## src/rtl/bp_me_wormhole_packet_decode_mem_resp.sv

```systemverilog
// Memory-response wormhole decoder: reassembles flit-serial packets into one CCE memory message.
// Optional build macro BP_ME_WH_DECODE_LEN_CHECK_EN adds a sticky header-vs-len consistency check.

package bp_me_wormhole_packet_decode_mem_resp_pkg;

  localparam int msg_type_width_gp = 4;
  localparam int msg_size_width_gp = 3;

  typedef enum logic [msg_type_width_gp-1:0] {
    e_cce_mem_rd    = 4'd0,
    e_cce_mem_wr    = 4'd1,
    e_cce_mem_uc_rd = 4'd2,
    e_cce_mem_uc_wr = 4'd3,
    e_cce_mem_pre   = 4'd4
  } bp_cce_mem_cmd_e;

endpackage

module bp_me_wormhole_packet_decode_mem_resp
  import bp_me_wormhole_packet_decode_mem_resp_pkg::*;
#(
  // Processor configuration, expressed as the widths it supplies
  parameter int paddr_width_p     = 40,
  parameter int cce_block_width_p = 512,
  parameter int lce_id_width_p    = 4,
  parameter int lce_assoc_p       = 8,
  parameter int flit_width_p      = 128,
  parameter int cord_width_p      = 4,
  parameter int cid_width_p       = 2,
  parameter int len_width_p       = 4,

  localparam int way_width_lp         = $clog2(lce_assoc_p),
  localparam int hdr_width_lp         = msg_type_width_gp + msg_size_width_gp + paddr_width_p
                                        + lce_id_width_p + way_width_lp,
  localparam int cce_mem_msg_width_lp = hdr_width_lp + cce_block_width_p
) (
  input  logic                            clk_i,
  input  logic                            reset_n_i,

  input  logic [flit_width_p-1:0]         flit_i,
  input  logic                            flit_v_i,
  output logic                            flit_ready_and_o,

  output logic [cce_mem_msg_width_lp-1:0] mem_resp_o,
  output logic [cord_width_p-1:0]         src_cord_o,
  output logic [cid_width_p-1:0]          src_cid_o,
  output logic                            mem_resp_v_o,
  input  logic                            mem_resp_yumi_i,

  output logic                            error_o
);

  // Packet field offsets, LSB first: cord, len, cid, src_cord, src_cid, header, data
  localparam int len_off_lp      = cord_width_p;
  localparam int src_cord_off_lp = cord_width_p + len_width_p + cid_width_p;
  localparam int src_cid_off_lp  = src_cord_off_lp + cord_width_p;
  localparam int routing_width_lp = src_cid_off_lp + cid_width_p;
  localparam int packet_width_lp = routing_width_lp + cce_mem_msg_width_lp;
  localparam int max_flits_lp    = (packet_width_lp + flit_width_p - 1) / flit_width_p;
  localparam int buf_width_lp    = max_flits_lp * flit_width_p;
  localparam int idx_width_lp    = len_width_p + 1;

  typedef enum logic [1:0] {
    e_ready,
    e_body,
    e_valid
  } state_e;

  state_e                  state_r;
  logic [len_width_p-1:0]  count_r;
  logic [len_width_p-1:0]  len_r;
  logic [buf_width_lp-1:0] buf_r;
  logic                    ready_r;
  logic                    v_r;

  logic                    flit_accept;
  logic [len_width_p-1:0]  head_len;
  logic [idx_width_lp-1:0] body_idx;

  assign flit_accept = flit_v_i & ready_r;
  assign head_len    = flit_i[len_off_lp +: len_width_p];
  // Position of the incoming body flit: flits already taken = len - count, plus the head
  assign body_idx    = idx_width_lp'(len_r) - idx_width_lp'(count_r) + idx_width_lp'(1);

  // NOTE: the assembly buffer is a plain register that is reset, so a packet cut short
  // by reset can never leak stale bits into the next message.
  always_ff @(posedge clk_i or negedge reset_n_i) begin
    if (!reset_n_i) begin
      state_r <= e_ready;
      count_r <= '0;
      len_r   <= '0;
      buf_r   <= '0;
      ready_r <= 1'b1;
      v_r     <= 1'b0;
    end else begin
      // NOTE: every sequential update uses <= so all flops sample the same pre-edge values.
      case (state_r)
        e_ready: begin
          if (flit_accept) begin
            buf_r   <= buf_width_lp'(flit_i);
            len_r   <= head_len;
            count_r <= head_len;
            if (head_len == '0) begin
              state_r <= e_valid;
              ready_r <= 1'b0;
              v_r     <= 1'b1;
            end else begin
              state_r <= e_body;
            end
          end
        end

        e_body: begin
          if (flit_accept) begin
            // Indices past the buffer match no slot and are simply dropped
            for (int k = 1; k < max_flits_lp; k++) begin
              if (int'(body_idx) == k) begin
                buf_r[k*flit_width_p +: flit_width_p] <= flit_i;
              end
            end
            count_r <= count_r - len_width_p'(1);
            if (count_r == len_width_p'(1)) begin
              state_r <= e_valid;
              ready_r <= 1'b0;
              v_r     <= 1'b1;
            end
          end
        end

        e_valid: begin
          if (mem_resp_yumi_i) begin
            state_r <= e_ready;
            ready_r <= 1'b1;
            v_r     <= 1'b0;
          end
        end

        default: begin
          state_r <= e_ready;
          ready_r <= 1'b1;
          v_r     <= 1'b0;
        end
      endcase
    end
  end

  assign flit_ready_and_o = ready_r;
  assign mem_resp_v_o     = v_r;
  assign mem_resp_o       = buf_r[routing_width_lp +: cce_mem_msg_width_lp];
  assign src_cord_o       = buf_r[src_cord_off_lp +: cord_width_p];
  assign src_cid_o        = buf_r[src_cid_off_lp +: cid_width_p];

`ifdef BP_ME_WH_DECODE_LEN_CHECK_EN
  localparam int hdr_bits_lp = packet_width_lp - cce_block_width_p;
  localparam int msg_type_off_lp = routing_width_lp;
  localparam int msg_size_off_lp = routing_width_lp + msg_type_width_gp + paddr_width_p;

  logic                         chk_pend_r;
  logic                         error_r;
  logic                         len_ok;
  logic [msg_type_width_gp-1:0] msg_type;
  logic [msg_size_width_gp-1:0] msg_size;
  logic [len_width_p-1:0]       rx_len;
  int                           exp_len;

  assign msg_type = buf_r[msg_type_off_lp +: msg_type_width_gp];
  assign msg_size = buf_r[msg_size_off_lp +: msg_size_width_gp];
  assign rx_len   = buf_r[len_off_lp +: len_width_p];

  always_comb begin
    exp_len = 0;
    len_ok  = 1'b0;
    case (msg_type)
      e_cce_mem_rd, e_cce_mem_uc_rd: begin
        // Reads carry 2^size bytes of data; sizes beyond a full block are malformed
        if (msg_size <= msg_size_width_gp'(6)) begin
          exp_len = (hdr_bits_lp + (8 << msg_size) + flit_width_p - 1) / flit_width_p - 1;
          len_ok  = (int'(rx_len) == exp_len);
        end
      end
      e_cce_mem_wr, e_cce_mem_uc_wr, e_cce_mem_pre: begin
        exp_len = (hdr_bits_lp + flit_width_p - 1) / flit_width_p - 1;
        len_ok  = (int'(rx_len) == exp_len);
      end
      default: len_ok = 1'b0;
    endcase
  end

  // The buffer is final only once e_valid is entered, so the check runs in its first cycle
  always_ff @(posedge clk_i or negedge reset_n_i) begin
    if (!reset_n_i) begin
      chk_pend_r <= 1'b0;
      error_r    <= 1'b0;
    end else begin
      if (state_r != e_valid && flit_accept &&
          ((state_r == e_ready && head_len == '0) ||
           (state_r == e_body  && count_r == len_width_p'(1)))) begin
        chk_pend_r <= 1'b1;
      end else if (state_r == e_valid && chk_pend_r) begin
        chk_pend_r <= 1'b0;
        if (!len_ok) error_r <= 1'b1;
      end
    end
  end

  assign error_o = error_r;
`else
  assign error_o = 1'b0;
`endif

  // Routing fields and buffer padding are carried but not presented downstream
  logic unused_buf;
  assign unused_buf = ^buf_r;

endmodule

```

## config.mk

```make
export PLATFORM = sky130hd
export DESIGN_NAME = bp_me_wormhole_packet_decode_mem_resp
export DESIGN_NICKNAME = d
export VERILOG_FILES = /design/src/rtl/bp_me_wormhole_packet_decode_mem_resp.sv
export SDC_FILE = /design/constraint.sdc
export NUM_CORES = 1
export LEC_CHECK = 0
export CAP_MARGIN = 15
export CORE_AREA = 10 10 263 265
export DETAILED_ROUTE_END_ITERATION = 12
export DIE_AREA = 0 0 273 275
export GPL_ROUTABILITY_DRIVEN = 0
export GPL_TIMING_DRIVEN = 0
export PLACE_DENSITY = 0.73
export SLEW_MARGIN = 5
export SYNTH_ARGS = -nofsm -noshare
export SYNTH_HDL_FRONTEND = slang
export SYNTH_SLANG_ARGS = --single-unit
```

## constraint.sdc

```tcl
create_clock -name clk_i -period 4.1 [get_ports clk_i]
set_input_delay 0.615 -clock clk_i [delete_from_list [all_inputs] [get_ports clk_i]]
set_output_delay 0.615 -clock clk_i [all_outputs]
set_load 0.03 [all_outputs]
```

==> impl_metrics.py <==
metrics = {
    "clocking": {
        "cts.sinks": 584,
        "htree_levels": 2,
        "path_clk_slew_ns": 0.06,
        "tritoncts": "built",
        "cts_inserted_buffers": 60,
        "clk_path_buf_depth": 3,
        "skew_pair_late_insertion_delay_ns": 0.62,
        "clk_root_buffer_cell": "sky130_fd_sc_hd__clkbuf_16",
    },
    "timing": {
        "final.period_utilization_pct": 86.4,
        "total_neg_setup_slack_ns": 0,
        "max_slew.worst_pin.slew_ns": 1.12,
        "slew_headroom_pct": 25.1,
        "finalWorstPathRequiredPeriod_ns": 3.54,
        "timing_max_transition_violations_final": 0,
        "setup_skew_ns": 0.0186,
        "setup_viol": 0,
        "timing.final.hold_violations": 0,
        "finalHoldWorstSlack_ns": 0.474,
        "maxClockFrequency_mhz": 282,
        "rsz0062_at_grt": "no",
        "postLayoutSetupSlackWorst_ns": 0.558,
    },
    "status": {
        "status": "finished clean",
    },
    "grt": {
        "largest_net_degree_at_the_start_of_global_routing": 113,
        "grt_first_pass_wirelength_um": 140000,
        "antenna_found_initial": 6,
        "overall_track_demand_over_capacity_in_global_routing_pct": 24.9,
        "grt.overflow.total": 0,
        "via_count_of_the_first_global_routing_pass": 21577,
    },
    "synthesis": {
        "synth_fp_nets": 2913,
        "ys_warn_count": 0,
        "synth_cell_types": 34,
        "synth_sequential_area_ratio_pct": 51.9,
        "synthTopCellsByArea": "sky130_fd_sc_hd__dfrtp_1 (52%), sky130_fd_sc_hd__mux2i_1 (16%), sky130_fd_sc_hd__buf_4 (15%)",
        "post-synth-top-area-cell": "sky130_fd_sc_hd__dfrtp_1",
        "ys_ff_latch": 584,
        "synthesis.area_um2": 28200,
        "syn_area_per_cell_um2": 10.2,
        "synth.top_cell.area_share_pct": 51.8,
        "synthCells": 2771,
    },
    "worst_hold_path": {
        "worstHoldPathType": "register to register",
    },
    "setup_path": {
        "worst_path_class_setup": "register to register",
        "crit_arrival_ns": 4.07,
        "cp_slowest_stage_delay_ns": 0.51,
        "critPathRequiredTime_ns": 4.63,
        "cpMaxStageDelayCell": "sky130_fd_sc_hd__clkbuf_2",
        "timing.critical_path.cells": "inv_1 -> ha_1 -> ha_1 -> fa_1 -> xor2_1 -> a2111o_1 -> nor4b_1 -> clkbuf_2 -> buf_2 -> mux2i_1",
        "crit_path_start_kind": "register",
        "critical_path.most_common_cell": "sky130_fd_sc_hd__ha_1",
        "worst_setup_path_end_kind": "register",
        "path_max_fanout": 10,
    },
    "die": {
        "rows": 93,
        "floorplan.core_area_um2": 63900,
        "floorplan.io_pins": 707,
        "die_h_um": 275,
        "initial_utilization_pct": 44.1,
        "die_width_um": 273,
        "fp.dieArea_um2": 75100,
    },
    "route": {
        "drt-initial-drc-count": 1349,
        "antenna_violating_nets_post_route": 0,
        "routed_wire_length_per_instance_um": 21.6,
        "post-route-drc-count": 0,
        "route.detailed.vias_per_inst": 4.66,
        "num_vias": 20753,
        "postRouteWirelength_um": 96200,
        "dr.pass1.iters": 4,
    },
    "place": {
        "dp.cells": 4340,
        "placed_area_um2": 36500,
        "hpwl_after_detailed_placement_um": 73700,
        "dpl_worst_slack_ns": 0.0617,
        "port_buffers": 705,
    },
    "power": {
        "power_leakage_nw": 20.1,
        "power_density_nw_per_um2": 579,
        "irDropWorstVdd_uv": 525,
    },
    "layout": {
        "leading_cell_type_in_the_layout_fill_and_taps_excluded": "sky130_fd_sc_hd__nand2_1",
        "finish.cell_count_without_fillers": 4454,
        "final_cell_area_um2": 38600,
        "most-common-layout-cells": "sky130_fd_sc_hd__nand2_1 (950), sky130_fd_sc_hd__clkdlybuf4s50_1 (704), sky130_fd_sc_hd__dfrtp_1 (583)",
        "flow.area_growth_from_synthesis_pct": 37.0,
        "final_layout_size_suffix_gt1_share_pct": 20.5,
        "numnets_final": 3690,
    },
    "run": {
        "max-cap-violations": 0,
    },
}
[metal layers]
layer	part of all wire, %	track usage [%]
met1	37	27.8
met2	48	42.0
met3	9.5	9.29
met4	4.6	11.2
met5	0.030	0
[final cells by class]
class / instances / area (um2)
fill: 5397 / 25300
clock inverter: 27 / 323
buffer: 719 / 4990
antenna: 4 / 10.0
tap: 855 / 1070
multi-input combinational: 1459 / 8530
timing repair buffer: 715 / 7270
clock buffer: 82 / 1740
sequential: 584 / 14600
inverter: 9 / 33.8
[cell usage after synthesis]
cell type	instances
sky130_fd_sc_hd__a211o_1	1
sky130_fd_sc_hd__nor3_1	1
sky130_fd_sc_hd__and3b_1	1
sky130_fd_sc_hd__or4_1	1
sky130_fd_sc_hd__clkbuf_1	96
sky130_fd_sc_hd__buf_1	4
sky130_fd_sc_hd__o211ai_1	1
sky130_fd_sc_hd__a2111o_1	2
sky130_fd_sc_hd__buf_6	12
sky130_fd_sc_hd__mux2i_1	454
sky130_fd_sc_hd__fa_1	1
sky130_fd_sc_hd__conb_1	1
sky130_fd_sc_hd__buf_4	577
sky130_fd_sc_hd__or2_2	2
sky130_fd_sc_hd__nand2_1	950
sky130_fd_sc_hd__o22ai_1	3
sky130_fd_sc_hd__dfstp_2	1
sky130_fd_sc_hd__nand2b_1	1
sky130_fd_sc_hd__o21a_1	3
sky130_fd_sc_hd__inv_1	9
sky130_fd_sc_hd__xor2_1	1
sky130_fd_sc_hd__o21ai_0	6
sky130_fd_sc_hd__ha_1	9
sky130_fd_sc_hd__buf_2	30
sky130_fd_sc_hd__nand3b_1	1
sky130_fd_sc_hd__or4b_1	1
sky130_fd_sc_hd__nand3_1	6
sky130_fd_sc_hd__or3_1	1
sky130_fd_sc_hd__nor2_1	3
sky130_fd_sc_hd__dfrtp_1	583
sky130_fd_sc_hd__nor2b_1	1
sky130_fd_sc_hd__nor4b_1	1
sky130_fd_sc_hd__a21oi_1	6
sky130_fd_sc_hd__o221a_2	1
[registers in the layout, summed over array words and instances (netlist names)]
name	flops
count_r	4
len_r	3
buf_r	573
state_r	2
flit_ready_and_o	1
mem_resp_v_o	1
[power breakdown]
group | switching (mW) | leakage (nW) | total, mW | internal [mW]
combinational | 5.65 | 11.2 | 9.34 | 3.69
sequential | 0.535 | 7.95 | 7.23 | 6.70
clock | 2.38 | 1.02 | 5.76 | 3.39
[worst paths after layout]
check	start	endpoint	slack, ns	cells after the start
worst max-delay path	count_r[0]	buf_r[210]	0.56	10
worst min-delay path	buf_r[84]	buf_r[84]	0.47	2
worst max register to register	count_r[0]	buf_r[210]	0.56	10
worst min register to register	buf_r[84]	buf_r[84]	0.47	2
max in group asynchronous	reset_n_i	buf_r[347]	2.03	4
min in group asynchronous	reset_n_i	buf_r[539]	0.53	2
[logic make-up (layout without fill, tap and decap cells)]
kind of cell,count (synthesis),in the layout,share of synthesized area (%)
compound gates,23,23,0.537
xor+xnor,1,1,0.0311
fa+ha+maj,10,10,0.471
buf+inv,728,1552,17.8
flops,584,584,51.9
mux,454,454,16.1
other cells,1,5,0.0133
simple gates,970,970,13.1
[metrics by stage]
step | power, mW | utilization (%)
after floorplan | 13.0 | -
after global placement | 16.6 | 56.8
after detailed placement | 16.7 | 57.1
after CTS | 22.5 | 60.4
after global routing | 23.4 | 60.4
final | 22.3 | 60.4
[critical path: cells and delay by family, from the launching register on]
family | cells | cell delay (ns)
buffers and inverters | 3 | 1.06
AND/OR/NAND/NOR | 1 | 0.31
multiplexers | 1 | 0.24
XOR/XNOR | 1 | 0.18
AO/OA/AOI/OAI | 1 | 0.42
adder cells (fa/ha/maj) | 3 | 0.81
flip-flops | 1 | 0.42
[what timing repair did]
item / 4_1_cts / 5_1_grt
setup buffers: 0 / 0
resized for setup: 0 / 4
endpoints found under the setup margin: 0 / 84
hold buffers: 1 / 0
endpoints found under the hold margin: 58 / 0
Note: power is estimated with default switching activity, not from simulation.
